## src/rtl/led_pkg.sv

```systemverilog
// led_pkg: shared types and constants for the LED scan scheduler.
// Holds the FSM state type, default geometry and on-time helper.
package led_pkg;

  localparam int LINE_BITS_DEF  = 5;
  localparam int PLANE_BITS_DEF = 3;
  localparam int TIMER_W        = 16;

  typedef enum logic [2:0] {
    S_IDLE,
    S_FILL,
    S_BLANK,
    S_LATCH,
    S_DISPLAY
  } state_t;

  // Binary-weighted on-time: base scaled by 2^plane.
  function automatic logic [TIMER_W-1:0] on_time(
    input logic [TIMER_W-1:0] base,
    input logic [3:0]         plane
  );
    return base << plane;
  endfunction

endpackage

```

## src/rtl/led_scan_scheduler_if.sv

```systemverilog
// Row request handshake between scheduler and pixel shifter.
// master: shift_req/shift_line/shift_plane out, shift_done in.
interface led_scan_scheduler_if #(
  parameter int LINE_BITS  = 5,
  parameter int PLANE_BITS = 3
) ();

  logic                  shift_req;
  logic [LINE_BITS-1:0]  shift_line;
  logic [PLANE_BITS-1:0] shift_plane;
  logic                  shift_done;

  modport master (
    output shift_req,
    output shift_line,
    output shift_plane,
    input  shift_done
  );

  modport slave (
    input  shift_req,
    input  shift_line,
    input  shift_plane,
    output shift_done
  );

endinterface

```

## src/rtl/oe_timer.sv

```systemverilog
// oe_timer: loadable down-counter that stops at zero.
// Ports: clk, reset_n, load, load_val in; count, zero out.
module oe_timer
  import led_pkg::*;
(
  input  logic               clk,
  input  logic               reset_n,
  input  logic               load,
  input  logic [TIMER_W-1:0] load_val,
  output logic [TIMER_W-1:0] count,
  output logic               zero
);

  always_ff @(posedge clk or negedge reset_n) begin
    if (!reset_n) begin
      count <= '0;
    end else if (load) begin
      count <= load_val;
    end else if (count != '0) begin
      count <= count - 1'b1;
    end
  end

  assign zero = (count == '0);

endmodule

```

## src/rtl/led_scan_scheduler.sv

```systemverilog
// led_scan_scheduler: bit-plane scan sequencer for a HUB75-style panel.
// Ports: clk, reset_n, enable; shf (row handshake); line_select, stb, oe, frame_done, busy.
module led_scan_scheduler
  import led_pkg::*;
#(
  parameter int LINE_BITS      = LINE_BITS_DEF,
  parameter int PLANE_BITS     = PLANE_BITS_DEF,
  parameter int BASE_OE_CYCLES = 8
) (
  input  logic                 clk,
  input  logic                 reset_n,
  input  logic                 enable,
  led_scan_scheduler_if.master shf,
  output logic [LINE_BITS-1:0] line_select,
  output logic                 stb,
  output logic                 oe,
  output logic                 frame_done,
  output logic                 busy
);

  localparam int ROW_BITS = LINE_BITS + PLANE_BITS;

  localparam logic [TIMER_W-1:0] BASE =
    TIMER_W'(BASE_OE_CYCLES);

  localparam logic [ROW_BITS-1:0] ROW_LAST = '1;

  state_t state;

  // row_q: row most recently requested, i.e. the one
  // sitting in the shifter. disp_q: row on the panel.
  // Both are {line, plane}, so a plain increment walks
  // planes fastest and carries into the line.
  logic [ROW_BITS-1:0] row_q;
  logic [ROW_BITS-1:0] disp_q;
  logic [ROW_BITS-1:0] row_nxt;

  logic pending;
  logic stopping;

  logic               tmr_load;
  logic [TIMER_W-1:0] tmr_val;
  logic [TIMER_W-1:0] tmr_cnt;
  logic               tmr_zero;

  logic shift_clear;

  assign row_nxt  = row_q + 1'b1;
  assign tmr_load = (state == S_LATCH);
  assign tmr_val  = on_time(BASE, 4'(row_q[PLANE_BITS-1:0]));

  // A done arriving in the same cycle counts as received.
  assign shift_clear = !pending || shf.shift_done;

  oe_timer u_oe_timer (
    .clk      (clk),
    .reset_n  (reset_n),
    .load     (tmr_load),
    .load_val (tmr_val),
    .count    (tmr_cnt),
    .zero     (tmr_zero)
  );

  always_ff @(posedge clk or negedge reset_n) begin
    if (!reset_n) begin
      state           <= S_IDLE;
      row_q           <= '0;
      disp_q          <= '0;
      pending         <= 1'b0;
      stopping        <= 1'b0;
      shf.shift_req   <= 1'b0;
      shf.shift_line  <= '0;
      shf.shift_plane <= '0;
      line_select     <= '0;
      stb             <= 1'b0;
      oe              <= 1'b1;
      frame_done      <= 1'b0;
      busy            <= 1'b0;
    end else begin
      shf.shift_req <= 1'b0;
      stb           <= 1'b0;
      frame_done    <= 1'b0;

      unique case (state)
        S_IDLE: begin
          oe <= 1'b1;
          if (enable) begin
            state           <= S_FILL;
            busy            <= 1'b1;
            row_q           <= '0;
            shf.shift_req   <= 1'b1;
            shf.shift_line  <= '0;
            shf.shift_plane <= '0;
          end
        end

        S_FILL: begin
          if (shf.shift_done) begin
            state       <= S_BLANK;
            disp_q      <= row_q;
            line_select <= row_q[ROW_BITS-1:PLANE_BITS];
          end
        end

        S_BLANK: begin
          state <= S_LATCH;
          stb   <= 1'b1;
        end

        // Prefetch of the next row overlaps with on-time.
        S_LATCH: begin
          state    <= S_DISPLAY;
          oe       <= 1'b0;
          stopping <= !enable;
          if (enable) begin
            shf.shift_req <= 1'b1;
            {shf.shift_line, shf.shift_plane} <= row_nxt;
            row_q   <= row_nxt;
            pending <= 1'b1;
          end
        end

        S_DISPLAY: begin
          // Blank on the last counted cycle so on-time is
          // exactly the loaded count.
          if (tmr_cnt <= TIMER_W'(1)) begin
            oe <= 1'b1;
          end
          if (shf.shift_done) begin
            pending <= 1'b0;
          end
          if (tmr_zero && shift_clear) begin
            pending    <= 1'b0;
            frame_done <= (disp_q == ROW_LAST);
            if (stopping) begin
              state    <= S_IDLE;
              busy     <= 1'b0;
              stopping <= 1'b0;
              row_q    <= '0;
              disp_q   <= '0;
            end else begin
              state       <= S_BLANK;
              disp_q      <= row_q;
              line_select <= row_q[ROW_BITS-1:PLANE_BITS];
            end
          end
        end

        default: begin
          state <= S_IDLE;
          busy  <= 1'b0;
          oe    <= 1'b1;
        end
      endcase
    end
  end

endmodule

```

## src/flat_wrapper.sv

```systemverilog
// flat-port wrapper written by rule: the top's interface ports become plain ports
module led_scan_scheduler_flat import led_pkg::*;
#(
  parameter int LINE_BITS      = LINE_BITS_DEF,
  parameter int PLANE_BITS     = PLANE_BITS_DEF,
  parameter int BASE_OE_CYCLES = 8
)
  (clk, reset_n, enable, line_select, stb, oe, frame_done, busy, shf_shift_req, shf_shift_line, shf_shift_plane, shf_shift_done);
  led_scan_scheduler_if #(.LINE_BITS(LINE_BITS), .PLANE_BITS(PLANE_BITS)) shf_i ();
  input  logic clk;
  input  logic reset_n;
  input  logic enable;
  output logic [LINE_BITS-1:0] line_select;
  output logic stb;
  output logic oe;
  output logic frame_done;
  output logic busy;
  output wire logic [$bits(shf_i.shift_req)-1:0] shf_shift_req;
  output wire logic [$bits(shf_i.shift_line)-1:0] shf_shift_line;
  output wire logic [$bits(shf_i.shift_plane)-1:0] shf_shift_plane;
  input wire logic [$bits(shf_i.shift_done)-1:0] shf_shift_done;
  assign shf_shift_req = shf_i.shift_req;
  assign shf_shift_line = shf_i.shift_line;
  assign shf_shift_plane = shf_i.shift_plane;
  assign shf_i.shift_done = shf_shift_done;
  led_scan_scheduler #(.LINE_BITS(LINE_BITS), .PLANE_BITS(PLANE_BITS), .BASE_OE_CYCLES(BASE_OE_CYCLES)) u_core (.clk(clk), .reset_n(reset_n), .enable(enable), .shf(shf_i), .line_select(line_select), .stb(stb), .oe(oe), .frame_done(frame_done), .busy(busy));
endmodule
```

## config.mk

```make
export PLATFORM = sky130hd
export DESIGN_NAME = led_scan_scheduler_flat
export DESIGN_NICKNAME = d
export VERILOG_FILES = /design/src/rtl/led_pkg.sv /design/src/rtl/led_scan_scheduler_if.sv /design/src/rtl/oe_timer.sv /design/src/rtl/led_scan_scheduler.sv /design/src/flat_wrapper.sv
export SDC_FILE = /design/constraint.sdc
export NUM_CORES = 1
export LEC_CHECK = 0
export BUFFER_PORTS_ARGS = -buffer_cell sky130_fd_sc_hd__buf_2
export CAP_MARGIN = 20
export CORE_MARGIN = 2
export CORE_UTILIZATION = 25
export DETAILED_ROUTE_END_ITERATION = 16
export HOLD_SLACK_MARGIN = 0.02
export PLACE_DENSITY = 0.4
export SLEW_MARGIN = 25
export SYNTH_ARGS = -nofsm -noshare
export SYNTH_HDL_FRONTEND = slang
export SYNTH_SLANG_ARGS = --single-unit
```

## constraint.sdc

```tcl
create_clock -name clk -period 2.5 [get_ports clk]
set_input_delay 0.25 -clock clk [delete_from_list [all_inputs] [get_ports clk]]
set_output_delay 0.25 -clock clk [all_outputs]
set_load 0.02 [all_outputs]
```

==> impl_metrics.env, run 1 <==
export IMPL_ir_worst_vdd_uv=284
export IMPL_io_pins=22
export IMPL_grt_remaining_overflow=0
export IMPL_grt_use_total=0.122
export IMPL_drc=0
export IMPL_via_count=2253
export IMPL_clk_path_buf_depth=2
export IMPL_worst_path_stages=4
export IMPL_yosysUniqueCellTypes=54
export IMPL_multi_input_comb_area_um2=1390
export IMPL_critPathTopFamily="simple AND/OR/NAND/NOR gates"
export IMPL_drive_above_1_share=0.184
export IMPL_post_route_period_util=0.827
export IMPL_finalSetupViolations=0
export IMPL_drt_wl_total_mm=7.13
export IMPL_cp_max_fo=8
export IMPL_setup_worst_path_start="u_core.u_oe_timer.count[13]"
export IMPL_crit_path_end_kind="register"
export IMPL_synth_edf_count=0
export IMPL_fp_coreArea_um2=11300
export IMPL_hold_class="input port to register"
export IMPL_synthesis_area_per_instance_um2=9.89
export IMPL_routedWlPerCell_um=15.4
export IMPL_synth_cells=292
export IMPL_required_ns=2.68
export IMPL_dp_slack_ns=0.431
export IMPL_leakage_nw=1.50
export IMPL_io_buffers=21
export IMPL_synth_yosys_seq_area_share=0.477
export IMPL_die_h_um=111
export IMPL_regToRegSetupSlack_ns=0.43
export IMPL_antenna_cells=0
export IMPL_synth_seq_cells=55
export IMPL_timing_rr_end="u_core.disp_q[7]"
export IMPL_hold_viol=0
export IMPL_postCtsSetupBuffers=0
export IMPL_cts_tree="yes"
export IMPL_synth_simple_area_share=0.206
export IMPL_syn_nets=305
export IMPL_slew_headroom=0.556
export IMPL_htreeDepth=2
export IMPL_synth_compound_area_frac=0.169
export IMPL_start_kind="register"
export IMPL_hpwl_mm=5.13
export IMPL_synth_warning_count=0
export IMPL_fin_tns_setup_ns=0
export IMPL_gp_congestion=0.805
export IMPL_slowest_delay_ns=0.65
export IMPL_die_w_um=111
export IMPL_worst_endpoint_arrival_ns=2.25
export IMPL_antenna_found_initial=0
export IMPL_fin_cells=463
export IMPL_place_area_um2=3210
export IMPL_num_rows=39
export IMPL_dp_cells=454
export IMPL_synthAdderAreaFrac=0.0425
export IMPL_area_growth_pct=16.6
export IMPL_reg2reg_depth=4
export IMPL_setup_slack_ns=0.431
export IMPL_grt_pass1_vias=2232
export IMPL_grt_max_degree=23
export IMPL_clock_root_buffer="clkbuf_16"
export IMPL_fin_crit_ns=2.07
export IMPL_worst_slew_pin_slew_ns=0.657
export IMPL_fmax_mhz=483
export IMPL_finalPower_mw=3.25
export IMPL_critPathBufInv=0
export IMPL_pwr_density_cell_nw_per_um2=966
export IMPL_fin_util=0.297
export IMPL_cts_resized=0
export IMPL_ys_async_sr_fraction=1.00
export IMPL_synth_top_family_by_area="simple AND/OR/NAND/NOR gates"
export IMPL_cp_slowest_cell="or4_1"
export IMPL_finalClockSkew_ns=0.00975
export IMPL_start_util=0.255
export IMPL_grt_pass1_wl_mm=12.3
export IMPL_drt_initial_drc_count=184
export IMPL_slew_violations=0
export IMPL_clock_sinks=55
export IMPL_synth_xor_area_frac=0.0182
export IMPL_critical_path_class="register to register"
export IMPL_dr_pass1_iters=4
export IMPL_whs_ns=0.303
export IMPL_cp_endpoint="u_core.disp_q[7]"
export IMPL_cts_buffers=5
export IMPL_ys_flop_type="dfrtp_1"
export IMPL_rsz0062_at_grt="no"
export IMPL_worstReg2RegStart="u_core.u_oe_timer.count[13]"
export IMPL_crit_chain="or4_1 -> nor2_1 -> a31oi_2 -> a22o_1"
export IMPL_outcome="finished clean"
export IMPL_drv_cap=0
export IMPL_final_area_um2=3360
export IMPL_synth_area_um2=2890
export IMPL_n_fill_cell=1202
export IMPL_die_area_um2=12400
export IMPL_vias_per_cell=4.87
export IMPL_antenna_left=0
export IMPL_ff_latch_area_um2=1380
export IMPL_muxShareOfSynthArea=0.0468
export IMPL_nNetsFinal=332
export IMPL_cts_clk_slew_worst_paths_ns=0.07
export IMPL_clk_latency_ns=0.29
==> final cells by class <==
type | instances | share of cell area
Multi-Input combinational cell | 206 | 0.414
Clock buffer | 5 | 0.0372
Sequential cell | 55 | 0.409
Clock inverter | 3 | 0.00558
Timing Repair Buffer | 35 | 0.0632
Tap cell | 143 | 0.0532
Inverter | 16 | 0.0179
==> Yosys cell counts, types with 8 or more instances <==
cell	count	area share
nand2_1	25	0.033
inv_1	15	0.020
o21ai_0	9	0.016
a21oi_1	21	0.036
ha_1	9	0.039
dfrtp_1	54	0.47
or4_1	8	0.021
a31oi_1	10	0.022
o21ai_1	10	0.017
clkbuf_1	14	0.018
nor3_1	8	0.014
nor2_1	18	0.023
==> report_power, final <==
| part | leakage [nW] | internal [mW] | total [mW] | switching, mW |
|---|---|---|---|---|
| Sequential | 0.728 | 1.09 | 1.31 | 0.221 |
| Clock | 0.0740 | 0.372 | 0.701 | 0.328 |
| Combinational | 0.698 | 0.492 | 1.24 | 0.747 |
| Total | 1.50 | 1.95 | 3.25 | 1.30 |
==> worst min-delay path by stage <==
stage | slack [ns] | depth (start not counted) | startpoint | endpoint
CTS | 0.30 | 3 | shf_shift_done | u_core.state[0]
global route | 0.32 | 3 | shf_shift_done | u_core.state[0]
detailed placement | 0.27 | 1 | reset_n | u_core.shf.shift_plane[0]
floorplan | -0.05 | 0 | reset_n | u_core.busy
global placement | 0.25 | 1 | reset_n | u_core.shf.shift_req
finish | 0.30 | 3 | shf_shift_done | u_core.state[0]
==> repair_timing <==
action / 4_1_cts / 5_1_grt
setup endpoints to repair: 0 / 0
endpoints found under the hold margin: 20 / 0
hold buffers: 1 / 0
==> worst min-delay path, delay by kind of cell <==
kind                   cells  cell delay [ns]
buffers and inverters      1             0.11
AOI/OAI and AO/OA          2             0.20
==> layout by cell type, fill, tap and decap left out, drive strengths merged, types with 2 or more instances in the layout <==
cell	count
nand4	5
a21oi	21
ha	9
nor3	8
clkbuf	5
o21ai	19
clkinv	2
nand3b	2
nand2	25
or4	8
nor4	7
nor2b	4
o22ai	2
dfrtp	54
o311a	2
or3	6
mux2	5
nor2	18
xnor2	4
nand3	6
xor2	2
inv	17
nand2b	4
buf	34
and3	2
o31a	2
a31oi	11
a22o	5
or3b	2
mux2i	6
o31ai	6
==> cell families after synthesis <==
group	Yosys count
adder cells (fa/ha/maj)	10
AO/OA/AOI/OAI	74
multiplexers	11
XOR/XNOR	6
AND/OR/NAND/NOR	105
flip-flops	55
buffers and inverters	31
==> routing by layer <==
metal / share of wire / up-vias / GRT usage
li1: - / 1123 / -
met1: 0.51 / 1084 / 0.178
met2: 0.45 / 40 / 0.189
met3: 0.027 / 6 / 0.0218
met4: 0.011 / 0 / 0.0296
met5: 0 / - / 0
==> state kept, by name, indices dropped and copies added (netlist names) <==
register,flops
u_core.shf.shift_line,5
u_core.line_select,5
u_core.u_oe_timer.count,16
u_core.row_q,8
u_core.pending,1
u_core.stb,1
u_core.oe,1
u_core.shf.shift_plane,3
u_core.stopping,1
u_core.state,3
u_core.shf.shift_req,1
u_core.frame_done,1
u_core.busy,1
u_core.disp_q,8
No activity file was read; power rests on OpenSTA's default activity.
==> inputs of run 2 (changes only) <==
ABC_AREA = 1   (was not set)
PLACE_DENSITY = 0.41   (was 0.4)
clock period = 1.8 ns   (was 2.5 ns; I/O delays follow)
==> impl_metrics.env, run 2 <==
export IMPL_nNetsFinal=430
export IMPL_hold_class="input port to register"
export IMPL_routedWlPerCell_um=14.1
export IMPL_yosysUniqueCellTypes=33
export IMPL_power_frac_comb=0.425
export IMPL_start_util=0.253
export IMPL_leakage_nw=1.85
export IMPL_synth_xor_area_frac=0.0204
export IMPL_antenna_found_initial=0
export IMPL_finalClockSkew_ns=0.00962
export IMPL_synth_simple_area_share=0.357
export IMPL_required_ns=2.00
export IMPL_synth_seq_cells=55
export IMPL_rsz0062_at_grt="no"
export IMPL_via_count=2597
export IMPL_synth_area_leaders="dfrtp_1, nand2_1, nand3_1, nand4_1, nor2_1"
export IMPL_hpwl_mm=5.86
export IMPL_met1_usage=0.169
export IMPL_synth_top_family_by_area="simple AND/OR/NAND/NOR gates"
export IMPL_muxShareOfSynthArea=0
export IMPL_clock_sinks=55
export IMPL_grt_use_total=0.131
export IMPL_grt_busiest_layer="met2"
export IMPL_grt_pass1_wl_mm=13.2
export IMPL_grt_pass1_vias=2546
export IMPL_drive_above_1_share=0.175
export IMPL_crit_path_end_kind="register"
export IMPL_worst_endpoint_arrival_ns=1.82
export IMPL_crit_top_cell="nand2_1"
export IMPL_met2_usage=0.218
export IMPL_synth_warning_count=0
export IMPL_fin_tns_setup_ns=0
export IMPL_synth_edf_count=0
export IMPL_critPathTopFamily="simple AND/OR/NAND/NOR gates"
export IMPL_gp_congestion=0.787
export IMPL_ys_flop_type="dfrtp_1"
export IMPL_cts_tree="yes"
export IMPL_drc=0
export IMPL_synth_cells=380
export IMPL_grt_remaining_overflow=0
export IMPL_io_pins=22
export IMPL_reg_largest_list="u_core.u_oe_timer.count: 16 flops, u_core.disp_q: 8 flops, u_core.row_q: 8 flops"
export IMPL_clock_root_buffer="clkbuf_16"
export IMPL_synth_top_area_cell="dfrtp_1"
export IMPL_synthesis_area_per_instance_um2=7.91
export IMPL_ys_async_sr_fraction=1.00
export IMPL_die_h_um=114
export IMPL_start_kind="register"
export IMPL_pwr_density_cell_nw_per_um2=1440
export IMPL_clk_path_buf_depth=2
export IMPL_post_route_period_util=0.898
export IMPL_dr_pass1_iters=4
export IMPL_fin_crit_ns=1.62
export IMPL_synth_compound_area_frac=0.0596
export IMPL_fp_coreArea_um2=11900
export IMPL_drt_wl_total_mm=7.99
export IMPL_synthAdderAreaFrac=0.0375
export IMPL_antenna_left=0
export IMPL_area_growth_pct=18.3
export IMPL_p_sw_mw=2.20
export IMPL_grt_max_degree=34
export IMPL_hold_viol=0
export IMPL_syn_nets=393
export IMPL_drv_cap=0
export IMPL_die_area_um2=12900
export IMPL_clkPwrFrac=0.230
export IMPL_antenna_cells=0
export IMPL_slew_violations=0
export IMPL_critPathBufInv=2
export IMPL_die_w_um=114
export IMPL_cts_buffers=5
export IMPL_whs_ns=0.182
export IMPL_slew_headroom=0.698
export IMPL_outcome="finished clean"
export IMPL_synth_commonest_cells="nand2_1, dfrtp_1, nor2_1"
export IMPL_cts_clk_slew_worst_paths_ns=0.08
export IMPL_multi_input_comb_area_um2=1430
export IMPL_vias_per_cell=4.60
export IMPL_largest_register_ffs=16
export IMPL_p_seq_frac=0.345
export IMPL_yosysMostFrequentCell="nand2_1"
export IMPL_mostFrequentLayoutCell="nand2_1"
export IMPL_synth_area_um2=3000
export IMPL_worst_slew_pin_slew_ns=0.454
export IMPL_finalSetupViolations=0
export IMPL_grt_util_met3=0.0234
export IMPL_p_sw_frac=0.428
export IMPL_cp_max_fo=12
export IMPL_drt_initial_drc_count=178
export IMPL_io_buffers=21
export IMPL_synth_yosys_seq_area_share=0.459
export IMPL_ir_worst_vdd_uv=407
export IMPL_top_register="u_core.u_oe_timer.count"
export IMPL_htreeDepth=2
export IMPL_fmax_mhz=619
export IMPL_n_fill_cell=1293
export IMPL_slowest_delay_ns=0.38
export IMPL_clk_latency_ns=0.31
export IMPL_yosysTopAreaCellShare=0.450
export IMPL_cp_slowest_cell="dfrtp_1"
export IMPL_final_cell_mix="nand2_1, dfrtp_1, nor2_1"
export IMPL_critical_path_class="register to register"
export IMPL_num_rows=40
export IMPL_crit_chain="inv_1 -> ha_1 -> nand2_1 -> nor2_4 -> nand3_4 -> nand2_4 -> buf_4 -> nand3_1 -> nand2_1 -> nand2_1"
export IMPL_power_internal_mw=2.94
export IMPL_ff_latch_area_um2=1380
==> run 2: changes by cell type in the layout (fill, tap and decap cells not counted), sizes merged, moves of 7 or more <==
cell	previous run	this run
nand3	6	34
nand2	25	127
nor4	7	0
a21oi	21	8
nor2	18	41
or4	8	0
inv	17	37
nand4	5	21
a31oi	11	0
==> run 2: kinds of logic (layout without fill, tap and decap cells) <==
family	after synthesis	in the layout
fa+ha+maj	9	9
compound gates	33	33
xor+xnor	7	7
simple gates	231	231
buf+inv	45	83
flops	55	55
==> run 2: power by group through the flow <==
| stage | sequential [mW] | clock (mW) | combinational (mW) |
|---|---|---|---|
| finish | 1.77 | 1.18 | 2.18 |
| global route | 1.81 | 1.26 | 2.50 |
| CTS | 1.77 | 1.23 | 2.18 |
| detailed placement | 1.79 | 0 | 2.17 |
| global placement | 1.79 | 0 | 2.18 |
| floorplan | 1.81 | 0 | 1.51 |
==> run 2: final timing paths <==
| path | from | endpoint | slack [ns] | cells past startpoint |
|---|---|---|---|---|
| max | u_core.u_oe_timer.count[1] | u_core.busy | 0.18 | 10 |
| min | enable | u_core.busy | 0.18 | 3 |
| max reg2reg | u_core.u_oe_timer.count[1] | u_core.busy | 0.18 | 10 |
| min reg2reg | u_core.line_select[4] | u_core.line_select[4] | 0.48 | 2 |
| max in group asynchronous | reset_n | u_core.state[2] | 1.00 | 3 |
| min in group asynchronous | reset_n | u_core.stb | 0.43 | 3 |
==> run 2: per-layer routing <==
metal	part of all wire	vias to the layer above
li1	-	1307
met1	0.48	1235
met2	0.48	45
met3	0.030	10
met4	0.016	0
met5	0	-
==> run 2: what timing repair did <==
action | in CTS | in global routing
buffers inserted | 0 | 0
hold endpoints to repair | 54 | 0
hold buffers | 1 | 0
resized for setup | 0 | 3
setup endpoints to repair | 0 | 10
==> run 2: worst min-delay path, stage by stage <==
cell     delay (ns)
buf_2          0.13
nand4_1        0.10
nand2_1        0.05
==> run 2: area by class of cell <==
type                    count  area share
inverters                  35      0.0377
clock buffers               5      0.0352
well taps                 147      0.0517
flip-flops and latches     55       0.388
clock inverters             3      0.0141
multi-input cells         280       0.403
repair buffers             40      0.0704
==> run 2: per-stage QoR <==
stage                     cells  power [mW]   util  cell area (µm²)  worst slack, ns
after floorplan             380        3.32      -             3000            0.240
after CTS                   565        5.18  0.299             3540           0.0797
final                       565        5.13  0.300             3550            0.184
after detailed placement    556        3.97  0.283             3360           0.0806
after global placement      556        3.97  0.283             3360            0.164
after global routing        565        5.57  0.300             3550           0.0282
==> inputs of run 3 (changes only) <==
PLACE_DENSITY = 0.4   (was 0.41)
clock period = 2 ns   (was 1.8 ns; I/O delays follow)
==> impl_metrics.env, run 3 (synthesis results as in run 2) <==
export IMPL_drt_initial_drc_count=133
export IMPL_grt_remaining_overflow=0
export IMPL_cts_clk_slew_worst_paths_ns=0.08
export IMPL_cts_tree="yes"
export IMPL_worstReg2RegStart="u_core.u_oe_timer.count[0]"
export IMPL_drive_above_1_share=0.150
export IMPL_die_area_um2=12900
export IMPL_routedWlPerCell_um=13.8
export IMPL_io_buffers=21
export IMPL_crit_path_end_kind="register"
export IMPL_num_rows=40
export IMPL_slew_violations=0
export IMPL_drt_wl_total_mm=7.64
export IMPL_postCtsSetupBuffers=0
export IMPL_fin_crit_ns=1.75
export IMPL_grt_pass1_wl_mm=13.2
export IMPL_critical_path_class="register to register"
export IMPL_clock_root_buffer="clkbuf_16"
export IMPL_gp_congestion=0.808
export IMPL_final_cell_mix="nand2_1, dfrtp_1, nor2_1"
export IMPL_largest_register_ffs=16
export IMPL_fmax_mhz=571
export IMPL_slew_headroom=0.605
export IMPL_post_route_period_util=0.875
export IMPL_die_h_um=114
export IMPL_pwr_density_cell_nw_per_um2=1260
export IMPL_hold_start="enable"
export IMPL_finalClockSkew_ns=0.00804
export IMPL_top_register="u_core.u_oe_timer.count"
export IMPL_outcome="finished clean"
export IMPL_antenna_cells=0
export IMPL_via_count=2496
export IMPL_fin_tns_setup_ns=0
export IMPL_grt_use_total=0.128
export IMPL_whs_endpoint="u_core.busy"
export IMPL_dp_cells=545
export IMPL_clk_path_buf_depth=2
export IMPL_drv_cap=0
export IMPL_finalPower_mw=4.36
export IMPL_fp_coreArea_um2=11900
export IMPL_grt_max_degree=56
export IMPL_setup_slack_ns=0.250
export IMPL_finalSetupViolations=0
export IMPL_regToRegSetupSlack_ns=0.25
export IMPL_die_w_um=114
export IMPL_required_ns=2.19
export IMPL_area_growth_pct=15.1
export IMPL_fin_cells=554
export IMPL_clock_sinks=55
export IMPL_start_util=0.253
export IMPL_vias_per_cell=4.51
export IMPL_cts_buffers=5
export IMPL_cp_max_fo=21
export IMPL_nNetsFinal=419
export IMPL_hpwl_mm=5.56
export IMPL_ir_worst_vdd_uv=366
export IMPL_worst_slew_pin_slew_ns=0.592
export IMPL_htreeDepth=2
export IMPL_hold_viol=0
export IMPL_timing_rr_end="u_core.row_q[6]"
export IMPL_dr_pass1_iters=4
export IMPL_rsz0062_at_grt="no"
export IMPL_min_path_cells=3
export IMPL_leakage_nw=1.79
export IMPL_io_pins=22
export IMPL_mostFrequentLayoutCell="nand2_1"
export IMPL_grt_pass1_vias=2620
export IMPL_hold_class="input port to register"
export IMPL_reg_largest_list="u_core.u_oe_timer.count: 16 flops, u_core.disp_q: 8 flops, u_core.row_q: 8 flops"
export IMPL_antenna_left=0
export IMPL_start_kind="register"
export IMPL_worst_endpoint_arrival_ns=1.94
export IMPL_drc=0
export IMPL_dp_slack_ns=0.163
export IMPL_clk_latency_ns=0.30
export IMPL_antenna_found_initial=0
export IMPL_reg2reg_depth=9
==> run 3: power by group <==
| part | internal, mW | switching, mW |
|---|---|---|
| clock network | 0.510 | 0.447 |
| registers | 1.37 | 0.224 |
| logic | 0.580 | 1.23 |
==> run 3: cell type report <==
| class | instances | area [µm²] |
|---|---|---|
| Fill cell | 1320 | 8400 |
| Multi-Input combinational cell | 280 | 1430 |
| Inverter | 35 | 134 |
| Timing Repair Buffer | 29 | 180 |
| Sequential cell | 55 | 1380 |
| Clock buffer | 6 | 139 |
| Tap cell | 147 | 184 |
| Clock inverter | 2 | 17.5 |
==> run 3: worst max-delay path by stage <==
stage                                from               end  slack, ns  depth (start not counted)
2_1_floorplan             u_core.row_q[2]   u_core.row_q[2]       0.44                          7
3_3_place_gp   u_core.u_oe_timer.count[0]  u_core.disp_q[0]       0.24                          9
3_5_place_dp   u_core.u_oe_timer.count[0]  u_core.disp_q[1]       0.16                          9
4_1_cts        u_core.u_oe_timer.count[0]  u_core.disp_q[1]       0.15                          9
5_1_grt        u_core.u_oe_timer.count[0]   u_core.row_q[2]       0.08                          9
6_report       u_core.u_oe_timer.count[0]   u_core.row_q[6]       0.25                          9
==> run 3: timing repair <==
item                                    in CTS  in global routing
gates resized for setup                      0                  1
hold buffers                                 1                  0
endpoints found under the hold margin       54                  0
endpoints found under the setup margin       0                  5
==> run 3: metal layers <==
| metal | global-route usage | share of wire |
|---|---|---|
| met4 | 0.0358 | 0.011 |
| met2 | 0.219 | 0.48 |
| met5 | 0 | 0 |
| met1 | 0.167 | 0.48 |
| met3 | 0.0239 | 0.022 |
==> run 3: worst max-delay path: stages (launching register included) <==
cell	delay, ns
dfrtp_1	0.38
inv_1	0.14
ha_1	0.18
nand2_1	0.09
nor2_4	0.17
nand3_4	0.10
nand2_4	0.20
nand3_2	0.20
nand2_1	0.12
nand2_1	0.06
==> run 3: per-stage QoR <==
stage | utilization | instance area, µm² | hold WS [ns]
2_1_floorplan | - | 3000 | -0.0956
3_3_place_gp | 0.277 | 3290 | 0.232
3_5_place_dp | 0.277 | 3290 | 0.233
4_1_cts | 0.291 | 3460 | 0.221
5_1_grt | 0.292 | 3460 | 0.244
6_report | 0.292 | 3460 | 0.238
